$ cat config.mk
export PLATFORM = sky130hd
export DESIGN_NAME = mem_arbiter
export DESIGN_NICKNAME = d
export VERILOG_FILES = /design/src/rtl/mem_arb_pkg.sv /design/src/rtl/mem_arbiter_fill_seq.sv /design/src/rtl/mem_arbiter.sv
export SDC_FILE = /design/constraint.sdc
export NUM_CORES = 1
export LEC_CHECK = 0
export BUFFER_PORTS_ARGS = -buffer_cell sky130_fd_sc_hd__buf_2
export CORE_AREA = 2 2 84 86
export DETAILED_ROUTE_END_ITERATION = 16
export DIE_AREA = 0 0 86 88
export GPL_TIMING_DRIVEN = 0
export PLACE_DENSITY = 0.73
export SKIP_CTS_REPAIR_TIMING = 1
export SLEW_MARGIN = 40
export SYNTH_ARGS = -nofsm -noshare
export SYNTH_HDL_FRONTEND = slang
export SYNTH_SLANG_ARGS = --single-unit
$ cat constraint.sdc
create_clock -name clk -period 1.6 [get_ports clk]
set_input_delay 0 -clock clk [delete_from_list [all_inputs] [get_ports clk]]
set_output_delay 0 -clock clk [all_outputs]
set_load 0.02 [all_outputs]
$ cat src/rtl/mem_arb_pkg.sv
// Shared types and constants for the main-memory arbiter.
// Block geometry is fixed at 16 bytes, so the block offset is the low 4 address bits.
package mem_arb_pkg;

    typedef enum logic [1:0] {
        IDLE,
        WRITE,
        FILL,
        DONE
    } arb_state_t;

    typedef enum logic {
        OWN_I,
        OWN_D
    } owner_t;

    localparam int BLOCK_BYTES = 16;
    localparam int OFFSET_BITS = $clog2(BLOCK_BYTES);

endpackage

$ cat src/rtl/mem_arbiter_fill_seq.sv
// Block-fill sequencer: latches the aligned block base, counts issued reads and
// returned words, and generates the issue and fill byte addresses.
module fill_seq
    import mem_arb_pkg::*;
#(
    parameter int ADDR_W      = 16,
    parameter int BLOCK_WORDS = 8
) (
    input  logic              clk,
    input  logic              rst_n,
    input  logic              start,
    input  logic [ADDR_W-1:0] start_addr,
    input  logic              active,
    input  logic              rx_valid,
    output logic              issue_done,
    output logic [ADDR_W-1:0] issue_addr,
    output logic              rx_we,
    output logic [ADDR_W-1:0] rx_addr,
    output logic              rx_done
);

    localparam int RC_W = $clog2(BLOCK_WORDS);
    localparam int IC_W = RC_W + 1;
    localparam logic [ADDR_W-1:0] BASE_MASK = ~((ADDR_W'(1) << OFFSET_BITS) - ADDR_W'(1));

    logic [ADDR_W-1:0] base;
    logic [IC_W-1:0]   ic;
    logic [RC_W-1:0]   rc;

    // A new grant clears both counters; they only advance while the fill is active.
    always_ff @(posedge clk or negedge rst_n) begin
        if (!rst_n) begin
            base <= '0;
            ic   <= '0;
            rc   <= '0;
        end else if (start) begin
            base <= start_addr & BASE_MASK;
            ic   <= '0;
            rc   <= '0;
        end else if (active) begin
            if (!issue_done) begin
                ic <= ic + IC_W'(1);
            end
            if (rx_valid) begin
                rc <= rc + RC_W'(1);
            end
        end
    end

    always_comb begin
        issue_done = (ic == IC_W'(BLOCK_WORDS));
        issue_addr = base + (ADDR_W'(ic) << 1);
        rx_we      = active && rx_valid;
        rx_addr    = base + (ADDR_W'(rc) << 1);
        rx_done    = rx_we && (rc == RC_W'(BLOCK_WORDS - 1));
    end

endmodule

$ cat src/rtl/mem_arbiter.sv
// Arbitrates the single-ported main memory between I-cache fills, D-cache fills
// and D-side write-through stores; stores win, tied misses alternate.
module mem_arbiter
    import mem_arb_pkg::*;
#(
    parameter int DATA_W      = 16,
    parameter int ADDR_W      = 16,
    parameter int BLOCK_WORDS = 8,
    parameter int MEM_LAT     = 4
) (
    input  logic              clk,
    input  logic              rst_n,
    input  logic              i_miss,
    input  logic [ADDR_W-1:0] i_miss_addr,
    output logic              i_fill_we,
    output logic [ADDR_W-1:0] i_fill_addr,
    output logic              i_fill_done,
    input  logic              d_miss,
    input  logic [ADDR_W-1:0] d_miss_addr,
    output logic              d_fill_we,
    output logic [ADDR_W-1:0] d_fill_addr,
    output logic              d_fill_done,
    input  logic              d_wr_req,
    input  logic [ADDR_W-1:0] d_wr_addr,
    input  logic [DATA_W-1:0] d_wr_data,
    output logic              d_wr_ack,
    output logic [DATA_W-1:0] fill_data,
    output logic              mem_en,
    output logic              mem_wr,
    output logic [ADDR_W-1:0] mem_addr,
    output logic [DATA_W-1:0] mem_wdata,
    input  logic [DATA_W-1:0] mem_rdata,
    input  logic              mem_data_valid
);

    localparam int DROP_W = $clog2(MEM_LAT + 1);

    arb_state_t        state, state_next;
    owner_t            owner, grant_owner, last_grant;
    logic              grant;
    logic [ADDR_W-1:0] grant_addr;
    logic [DROP_W-1:0] drop_cnt;
    logic              rx_valid;
    logic              issue_done, rx_we, rx_done;
    logic [ADDR_W-1:0] issue_addr, rx_addr;

    assign fill_data = mem_rdata;

    // Reads issued before a reset can still return for MEM_LAT cycles afterwards;
    // no legitimate return can arrive that early, so those cycles are masked.
    always_ff @(posedge clk or negedge rst_n) begin
        if (!rst_n) begin
            drop_cnt <= DROP_W'(MEM_LAT);
        end else if (drop_cnt != '0) begin
            drop_cnt <= drop_cnt - DROP_W'(1);
        end
    end

    assign rx_valid   = mem_data_valid && (drop_cnt == '0);
    assign grant_addr = (grant_owner == OWN_D) ? d_miss_addr : i_miss_addr;

    fill_seq #(
        .ADDR_W      (ADDR_W),
        .BLOCK_WORDS (BLOCK_WORDS)
    ) u_fill_seq (
        .clk        (clk),
        .rst_n      (rst_n),
        .start      (grant),
        .start_addr (grant_addr),
        .active     (state == FILL),
        .rx_valid   (rx_valid),
        .issue_done (issue_done),
        .issue_addr (issue_addr),
        .rx_we      (rx_we),
        .rx_addr    (rx_addr),
        .rx_done    (rx_done)
    );

    always_ff @(posedge clk or negedge rst_n) begin
        if (!rst_n) begin
            state      <= IDLE;
            owner      <= OWN_I;
            last_grant <= OWN_I;
        end else begin
            state <= state_next;
            if (grant) begin
                owner <= grant_owner;
            end
            if (state == DONE) begin
                last_grant <= owner;
            end
        end
    end

    always_comb begin
        state_next  = state;
        grant       = 1'b0;
        grant_owner = owner;
        i_fill_we   = 1'b0;
        i_fill_addr = '0;
        i_fill_done = 1'b0;
        d_fill_we   = 1'b0;
        d_fill_addr = '0;
        d_fill_done = 1'b0;
        d_wr_ack    = 1'b0;
        mem_en      = 1'b0;
        mem_wr      = 1'b0;
        mem_addr    = '0;
        mem_wdata   = '0;

        unique case (state)
            IDLE: begin
                if (d_wr_req) begin
                    state_next = WRITE;
                end else if (i_miss || d_miss) begin
                    grant      = 1'b1;
                    state_next = FILL;
                    if (i_miss && d_miss) begin
                        grant_owner = (last_grant == OWN_I) ? OWN_D : OWN_I;
                    end else begin
                        grant_owner = d_miss ? OWN_D : OWN_I;
                    end
                end
            end
            WRITE: begin
                mem_en     = 1'b1;
                mem_wr     = 1'b1;
                mem_addr   = d_wr_addr;
                mem_wdata  = d_wr_data;
                d_wr_ack   = 1'b1;
                state_next = IDLE;
            end
            FILL: begin
                mem_en   = !issue_done;
                mem_addr = issue_done ? '0 : issue_addr;
                if (rx_we) begin
                    if (owner == OWN_D) begin
                        d_fill_we   = 1'b1;
                        d_fill_addr = rx_addr;
                    end else begin
                        i_fill_we   = 1'b1;
                        i_fill_addr = rx_addr;
                    end
                end
                if (rx_done) begin
                    state_next = DONE;
                end
            end
            DONE: begin
                d_fill_done = (owner == OWN_D);
                i_fill_done = (owner == OWN_I);
                state_next  = IDLE;
            end
            default: begin
                state_next = IDLE;
            end
        endcase
    end

endmodule

==> results of run 1 <==
## worst min-delay path: stages
cell	delay, ns
buf_2	0.07
mux2i_1	0.05
o21ai_1	0.10
## metrics by stage
| stage | hold slack (ns) | setup TNS [ns] | cells | setup slack [ns] |
|---|---|---|---|---|
| after floorplan | -0.2956 | -0.4465 | 270 | -0.04290 |
| after global placement | 0.03220 | -7.931 | 496 | -0.2437 |
| after detailed placement | 0.04613 | -11.53 | 496 | -0.3143 |
| after CTS | -0.2493 | -29.34 | 500 | -0.6259 |
| after global routing | 0.003937 | -19.30 | 522 | -0.3420 |
| final | -0.001742 | -12.24 | 522 | -0.2822 |
## power groups by stage
stage | clock network, uW | registers, uW | logic (uW)
6_report | 433 | 1270 | 3630
3_3_place_gp | 0 | 1230 | 2660
4_1_cts | 440 | 1230 | 2740
3_5_place_dp | 0 | 1240 | 2730
5_1_grt | 469 | 1320 | 3960
2_1_floorplan | 0 | 1140 | 1950
## metal layers
layer,vias to the layer above,routed length (um),GRT usage (%)
met5,-,0,0
met4,0,22,3.030
met3,2,366,1.508
met2,82,3795,28.68
met1,1093,3007,21.31
li1,1213,-,-
## logic make-up after synthesis
kind of cell | share of synthesized area [%]
multiplexers | 7.620
adder cells (fa/ha/maj) | 6.626
other | 0.1655
buffers and inverters | 11.60
XOR/XNOR | 5.798
flip-flops | 28.77
AO/OA/AOI/OAI | 9.498
AND/OR/NAND/NOR | 29.93
## cells in the final DEF (no fill, tap or decap), drive strengths merged, types with 4 or more instances in the layout
master	Yosys	layout
and2	45	45
xnor2	8	8
dfrtp	25	25
mux2i	15	15
inv	9	9
clkbuf	4	8
ha	12	12
buf	29	193
nor3	6	6
xor2	7	7
dlygate4sd3	0	4
o21ai	25	25
nand2	32	32
nor2	13	13
nor2b	4	4
a21oi	5	5
## flip-flops by register name, summed over array words and instances (netlist names)
name / count
u_fill_seq.rc: 3
u_fill_seq.base: 12
drop_cnt: 3
u_fill_seq.ic: 4
owner: 1
last_grant: 1
state: 2
## worst max path at each step
stage / startpoint / endpoint / slack, ns / cells past startpoint
2_1_floorplan: state[0]$_DFFE_PN0P_ / mem_addr[10] / -0.04 / 7
3_3_place_gp: state[1]$_DFFE_PN0P_ / u_fill_seq.base[11]$_DFFE_PN0P_ / -0.24 / 8
3_5_place_dp: state[1]$_DFFE_PN0P_ / mem_addr[7] / -0.31 / 7
4_1_cts: state[1]$_DFFE_PN0P_ / mem_addr[7] / -0.63 / 7
5_1_grt: state[0]$_DFFE_PN0P_ / d_fill_addr[7] / -0.34 / 8
6_report: state[0]$_DFFE_PN0P_ / u_fill_seq.base[12]$_DFFE_PN0P_ / -0.28 / 8
## cell usage after synthesis (all sizes together) (2+ instances only)
cell	n
a21oi	5
a22oi	3
and2	45
and3	3
buf	29
clkbuf	4
dfrtp	25
ha	12
inv	9
mux2	2
mux2i	15
nand2	32
nand2b	3
nand3	3
nand4	3
nand4b	2
nor2	13
nor2b	4
nor3	6
nor4	2
o21ai	25
o22ai	2
xnor2	8
xor2	7
## final cells by class
cell class / count / area [um2] / share of cell area [%]
timing repair buffer: 169 / 1174 / 30.61
multi-input combinational: 202 / 1553 / 40.50
clock buffer: 4 / 55.05 / 1.436
sequential: 26 / 655.6 / 17.10
tap: 80 / 100.1 / 2.611
buffer: 32 / 262.8 / 6.854
inverter: 9 / 33.78 / 0.8812
==> metrics, run 1 <==
Clk pin slew, worst setup/hold paths=approximately 0.090 ns; hold-critical path depth=3; Final setup viols=70; largest net degree at the start of global routing=27; Switch Pwr=roughly 2500 uW; total CTS buffers=3; hold path endpoint=u_fill_seq.base[8]$_DFFE_PN0P_; via count=around 2400; unrepaired setup endpoints after global routing=true; reg2reg start=state[0]$_DFFE_PN0P_; Max Freq=531.3 MHz; Synth area leader=dfrtp_1; min-delay src=d_miss_addr[8]; max_slew headroom=approximately three fifths; die area=0.007568 mm2; CP Launch Type=flop; pwr/cell area=1390 mW/mm2; Comb power frac=68.1%; Initial Utilization=34.11%; Core ar.=0.006644 mm2; Setup WS post-layout=-0.2822 ns; ys flop type=dfrtp_1; part of the power in the clock network=8.1%; Slowest Stage Delay on Critical Path=0.42 ns; Placed Area=0.003123 mm2; H-Tree Depth=1; area grow syn2layout=69.19%; root buffer cell=clkbuf_8; Routed WL per cell=13.78 um; Top-Level Pins=173; syn_area_per_cell=8.424 um2; Pint=2865 uW; Final Util=a little under 60%; Async SR Flop Fraction=100.0%; switching portion of total power=46.24%; crit-path cells=inv_2, buf_4, ha_4, and2b_1, and3_4, clkbuf_16, mux2i_1, o21ai_1; Hold Violations, Final=1; share of the synthesized area in the top cell type=27.61%; Slowest cell on crit path=dfrtp_1; total track usage=16.07%; clock skew=~0.0016 ns; Clock Latency Late Sink=about 0.27 ns; end of the worst register-to-register path=u_fill_seq.base[12]$_DFFE_PN0P_; CP top delay family=simple AND/OR/NAND/NOR gates; WS Path Type=reg -> reg; Final Max Tran Viols=0; grt total ovfl=0; Pre-antenna DRT Iters=4; worst r2r path cells=8; VDD IR max=0.6128 mV; Synth area leaders=dfrtp_1 (28%), and2_1 (12%), ha_1 (6.6%), mux2i_1 (6.6%), buf_4 (6.3%); Starting DRT DRC Count=45; synthesized cell area=0.002266 mm2; Via density=4.579; status=finished, violations left; Slew @ Worst Pin=about 0.6 ns; clock sinks=26; P_leak=0.001971 uW; flop2flop setup slack=-0.28 ns; post-route cell area=0.003834 mm2; clock period minus worst slack=1.882 ns; Buf+Inv Stages, Crit Path=3; total power=5328 uW; Residual DRC=0; GPL Wtd Cong=~0.74; crit path DAT=between 2 and 2.5 ns; EDFF count, synth=0; gate count of the mapped netlist=about 270; Critical Path Fanout Max=6; # rows=30; Vert. Die Dim=88 um; Flop pwr share=23.8%; initial antenna violation count=0; failing checks=negative hold slack, negative setup slack; clock buffer depth=2; Yosys reg bits=26; vias in the first global route=2096; final worst path period share=117.6%; Ant. Diodes=0; I/O Buffers=roughly 150; Worst EP required=1.75 ns; first-pass GRT wire length=9784 um; post-route ant nets=0; detailed-route wire length=7191 um; Crit. End Element=flop; worst hold slack=-0.001742 ns; Seq/Total Area, Yosys=28.77%; share of cells above drive strength 1=59.95%; Chip Width=86 um; max_cap viols=0; CTS tree=done; Netlist cell types=39; Fillers=607; Worst Hold Class=in -> reg; DP HPWL=5219 um; Layout Nets=541; Synthesis Warnings=0
No activity file was read; power rests on OpenSTA's default activity.
==> inputs of run 2 (changes only) <==
--- a/config.mk
+++ b/config.mk
@@ -6,13 +6,14 @@
 export NUM_CORES = 1
 export LEC_CHECK = 0
 export BUFFER_PORTS_ARGS = -buffer_cell sky130_fd_sc_hd__buf_2
-export CORE_AREA = 2 2 84 86
+export CORE_AREA = 2 2 88 90
 export DETAILED_ROUTE_END_ITERATION = 16
-export DIE_AREA = 0 0 86 88
+export DIE_AREA = 0 0 90 92
 export GPL_TIMING_DRIVEN = 0
-export PLACE_DENSITY = 0.73
+export PLACE_DENSITY = 0.71
 export SKIP_CTS_REPAIR_TIMING = 1
 export SLEW_MARGIN = 40
 export SYNTH_ARGS = -nofsm -noshare
 export SYNTH_HDL_FRONTEND = slang
+export SYNTH_HIERARCHICAL = 1
 export SYNTH_SLANG_ARGS = --single-unit
==> run 2 against run 1 <==
- the flow finishes with violations (negative setup slack)
- sequential power grew 9%
- flip-flop and latch count stayed put
- hold slack improved by 0.078 ns
- total power grew 7.0%
- fmax down 6.1%
- die area is 9.4% higher
- first-iteration DRC count rose by 80%
- final cell count rose by 6.3%
- clock skew increased by 0.00062 ns
- global-route usage is 0.15 points lower
- non-clock buffer count rose by 10
- synthesized area grew 8.2%
==> metrics, run 2 <==
initial antenna violation count=0; final worst path period share=125.3%; Final setup viols=84; worst hold slack=0.07620 ns; Slowest cell on crit path=dfrtp_2; Residual DRC=0; grt total ovfl=0; Critical Path Fanout Max=5; max_cap viols=0; H-Tree Depth=1; Layout Nets=553; clock sinks=26; GPL Wtd Cong=0.7874; synthesized cell area=between 0.002 and 0.0025 mm2; WS Path Type=reg -> reg; pwr/cell area=around 1400 mW/mm2; Crit. End Element=flop; Ant. Diodes=0; max_slew headroom=60.80%; Worst Hold Class=in -> reg; commonest non-fill, non-tap cell in the layout=buf_2; # rows=32; Routed WL per cell=around 14 um; Vert. Die Dim=slightly above 90 um; hold-critical path depth=3; CTS tree=done; Initial Utilization=around 33%; largest net degree at the start of global routing=27; Setup TNS=-20.76 ns; VDD IR max=about 0.73 mV; DP HPWL=5448 um; total track usage=15.92%; Slowest Stage Delay on Critical Path=0.43 ns; P_leak=0.002124 uW; Hold Violations, Final=0; Clk pin slew, worst setup/hold paths=0.09 ns; clock period minus worst slack=2.005 ns; Biggest register=u_fill_seq/base; Slew @ Worst Pin=0.5880 ns; CP Launch Type=flop; failing checks=negative setup slack; Max Freq=498.8 MHz; Worst EP required=1.77 ns; area grow syn2layout=69.03%; share of cells above drive strength 1=69.98%; crit path DAT=2.17 ns; Regs by FF count=u_fill_seq/base: 12 flops, u_fill_seq/ic: 4 flops; total CTS buffers=3; via count=2598; unrepaired setup endpoints after global routing=true; I/O Buffers=146; detailed-route wire length=between 7000 and 8000 um; Setup WS post-layout=-0.4047 ns; Chip Width=90 um; Starting DRT DRC Count=81; worst r2r path cells=7; clock buffer depth=2; Via density=4.681; clock skew=0.002211 ns; gate count of the mapped netlist=272; Clock Latency Late Sink=0.27 ns; Core ar.=around 0.0074 mm2; Largest register FFs=12; crit-path cells=inv_2, ha_4, nand3b_1, a32oi_4, buf_4, mux2_1, mux2_2; Top-Level Pins=173; commonest non-fill, non-tap cells in the layout=buf_2 (109), buf_4 (56), buf_6 (37); Final Max Tran Viols=0; first-pass GRT wire length=11060 um; syn_area_per_cell=9.016 um2; vias in the first global route=2292; Synthesis Warnings=6; Fillers=654; post-route ant nets=0; root buffer cell=clkbuf_8; die area=0.008280 mm2; status=finished, violations left; Pre-antenna DRT Iters=4
## run 2: worst max-delay path: cells and delay by family, from the launching register on
family	cells	cell delay (ns)
mux	2	0.61
flops	1	0.43
compound gates	1	0.31
buf+inv	2	0.27
fa+ha+maj	1	0.17
simple gates	1	0.12
## run 2: power breakdown
group	switching (uW)	internal [uW]	leakage, uW
Sequential	448	931	0.000314
Combinational	1820	1950	0.00177
Clock	217	335	0.0000357
Total	2480	3220	0.00212
## run 2: final timing paths
| kind | from | end | slack, ns |
|---|---|---|---|
| min | d_miss_addr[9] | u_fill_seq/base[9]$_DFFE_PN0P_ | 0.08 |
| max | state[1]$_DFFE_PN0P_ | u_fill_seq/base[15]$_DFFE_PN0P_ | -0.40 |
| max reg2reg | state[1]$_DFFE_PN0P_ | u_fill_seq/base[15]$_DFFE_PN0P_ | -0.40 |
| max in group asynchronous | rst_n | state[0]$_DFFE_PN0P_ | 0.92 |
| min reg2reg | drop_cnt[2]$_DFFE_PN1P_ | drop_cnt[2]$_DFFE_PN1P_ | 0.50 |
| min in group asynchronous | rst_n | u_fill_seq/base[9]$_DFFE_PN0P_ | 0.25 |
## run 2: layout make-up
class                      count  area, um2  share of cell area, %
sequential                    26      661.9                  15.97
clock inverter                 1      30.03                 0.7244
timing repair buffer         177       1207                  29.13
inverter                      13      48.80                  1.177
buffer                        34      272.8                  6.580
multi-input combinational    199       1755                  42.35
clock buffer                   3      41.29                 0.9961
tap                          102      127.6                  3.079
## run 2: routing by layer
metal,track usage [%],routed length [um],vias up
li1,-,-,1260
met1,21.43,3225,1202
met2,26.69,3903,124
met3,2.794,536,12
met4,3.718,126,0
met5,0,0,-
## run 2: stage by stage
stage               cells  cell area, um2  util, %  worst slack [ns]  power [uW]
global route          555            4145    55.66           -0.4919        6058
global placement      521            3398    45.63           -0.4892        4342
finish                555            4145    55.66           -0.4047        5699
detailed placement    521            3398    45.63           -0.5592        4429
floorplan             273            2540        -           -0.2736        3506
CTS                   525            3470    46.59           -0.8792        4999
==> inputs of run 3 (changes only) <==
--- a/config.mk
+++ b/config.mk
@@ -6,11 +6,14 @@
 export NUM_CORES = 1
 export LEC_CHECK = 0
 export BUFFER_PORTS_ARGS = -buffer_cell sky130_fd_sc_hd__buf_2
-export CORE_AREA = 2 2 88 90
+export CELL_PAD_IN_SITES_DETAIL_PLACEMENT = 1
+export CELL_PAD_IN_SITES_GLOBAL_PLACEMENT = 2
+export CORE_AREA = 2 2 115 117
 export DETAILED_ROUTE_END_ITERATION = 16
-export DIE_AREA = 0 0 90 92
+export DIE_AREA = 0 0 117 119
 export GPL_TIMING_DRIVEN = 0
-export PLACE_DENSITY = 0.71
+export PLACE_DENSITY = 0.77
+export RECOVER_POWER = 100
 export SKIP_CTS_REPAIR_TIMING = 1
 export SLEW_MARGIN = 40
 export SYNTH_ARGS = -nofsm -noshare
==> run 3 against run 2 <==
- the flow still finishes with violations (negative setup slack)
- flip-flop and latch count did not move
- register-to-register slack about the same
- cell area increased by 10%
- die area rose by 68%
- combinational power increased by 19%
- clock power grew 9.6%
- critical path depth grew 1
- final cell count increased by 15%
- total power grew 15%
- largest power group unchanged
==> metrics, run 3 (synthesis results as in run 2) <==
Final Util=35.54%; Ant. Diodes=0; I/O Buffers=146; Setup WS post-layout=-0.4183 ns; GPL Wtd Cong=0.7795; root buffer cell=clkbuf_16; Layout Nets=about 560; Largest register FFs=12; Worst EP required=1.74 ns; CP most frequent cell=mux2_4; Core ar.=0.01287 mm2; Comb power frac=around 69%; reg2reg start=state[0]$_DFFE_PN0P_; H-Tree Depth=1; Clock Latency Late Sink=0.26 ns; final worst path period share=126.1%; FF+latch area=659.4 um2; failing checks=negative setup slack; Slew @ Worst Pin=0.6980 ns; Top-Level Pins=173; clock period minus worst slack=2.018 ns; Routed WL per cell=15.17 um; area grow syn2layout=86.58%; detailed-route wire length=9694 um; Critical Path Fanout Max=5; clock sinks=26; P_leak=0.002200 uW; flop2flop setup slack=-0.42 ns; max_slew headroom=53.47%; WS Path Type=reg -> reg; part of the power in the clock network=under 10%; Max Freq=approximately 500 MHz; worst hold slack=0.1003 ns; Final setup viols=60; grt total ovfl=0; total CTS buffers=3; DP HPWL=7251 um; # rows=42; unrepaired setup endpoints after global routing=true; largest net degree at the start of global routing=27; clock buffer depth=2; worst r2r path cells=8; die area=around 0.014 mm2; Residual DRC=0; Via density=4.144; commonest non-fill, non-tap cell in the layout=buf_2; hold-critical path depth=3; switching portion of total power=41.98%; Pre-antenna DRT Iters=2; min-delay src=i_miss_addr[7]; Vert. Die Dim=roughly 120 um; Pint=3802 uW; via count=2648; pwr/cell area=1432 mW/mm2; Flop pwr share=22.1%; CTS tree=done; first-pass GRT wire length=12460 um; post-route ant nets=0; crit path DAT=between 2 and 2.5 ns; Biggest register=u_fill_seq/base; CP Launch Type=flop; clock skew=0.002160 ns; Slowest Stage Delay on Critical Path=between 0.4 and 0.5 ns; area of the multi-input gates=0.001862 mm2; Regs by FF count=u_fill_seq/base: 12 flops, u_fill_seq/ic: 4 flops; end of the worst register-to-register path=u_fill_seq/base[13]$_DFFE_PN0P_; vias in the first global route=2486; Chip Width=117 um; total track usage=between 10% and 20%; VDD IR max=between 0.4 and 0.5 mV; Worst Hold Class=in -> reg; initial antenna violation count=0; commonest non-fill, non-tap cells in the layout=buf_2 (78), buf_4 (64), buf_6 (50); hold path endpoint=u_fill_seq/base[7]$_DFFE_PN0P_; Crit. End Element=flop; Hold Violations, Final=0; status=finished, violations left; Switch Pwr=2751 uW; Slowest cell on crit path=dfrtp_2; Final Max Tran Viols=0; Starting DRT DRC Count=58; share of cells above drive strength 1=69.76%; Initial Utilization=about a fifth; Fillers=~1500; crit-path cells=inv_4, ha_4, nand3b_1, a32oi_4, buf_12, clkbuf_16, mux2_4, mux2_4; max_cap viols=0; Clk pin slew, worst setup/hold paths=around 0.07 ns
run 3: layout make-up:
type / count / share of cell area [%]
multi-input cells: 199 / 40.69
repair buffers: 187 / 30.22
flip-flops and latches: 26 / 14.41
plain buffers: 34 / 6.699
well taps: 176 / 4.813
clock buffers: 4 / 1.941
inverters: 13 / 1.231
run 3: power by group through the flow:
stage,clock [uW],sequential (uW),combinational [uW]
after floorplan,0,1200,2300
after global placement,0,1380,3080
after detailed placement,0,1400,3140
after CTS,634,1390,3150
after global routing,656,1510,4830
final,605,1450,4500
run 3: worst max path at each step:
| stage | cells past startpoint | slack [ns] | startpoint | end |
|---|---|---|---|---|
| detailed placement | 10 | -0.63 | state[0]$_DFFE_PN0P_ | d_fill_addr[7] |
| finish | 8 | -0.42 | state[0]$_DFFE_PN0P_ | u_fill_seq/base[13]$_DFFE_PN0P_ |
| global route | 11 | -0.51 | drop_cnt[1]$_DFFE_PN0P_ | i_fill_addr[12] |
| floorplan | 7 | -0.27 | state[0]$_DFFE_PN0P_ | u_fill_seq/base[10]$_DFFE_PN0P_ |
| CTS | 10 | -0.92 | state[0]$_DFFE_PN0P_ | d_fill_addr[6] |
| global placement | 10 | -0.56 | state[0]$_DFFE_PN0P_ | d_fill_addr[9] |
run 3: per-stage QoR:
stage	instances	worst slack, ns	setup TNS [ns]	cell area, um2	power [uW]
after floorplan	273	-0.2736	-4.881	2540	3506
after global placement	595	-0.5634	-22.26	3491	4456
after detailed placement	595	-0.6295	-26.45	3491	4541
after CTS	599	-0.9179	-45.00	3580	5170
after global routing	639	-0.5056	-23.44	4576	6986
final	639	-0.4183	-17.79	4576	6554
run 3: routing by layer:
layer	share of wire [%]	track usage [%]	up-vias
li1	-	-	1270
met1	38	12.63	1273
met2	55	22.07	99
met3	5.8	1.628	6
met4	1.2	3.235	0
met5	0	0	-
run 3: critical path: cells and delay by family (launching register included):
family	cells	cell delay (ns)
multiplexers	2	0.55
flip-flops	1	0.45
adder cells (fa/ha/maj)	1	0.16
AO/OA/AOI/OAI	1	0.23
AND/OR/NAND/NOR	1	0.12
buffers and inverters	3	0.39
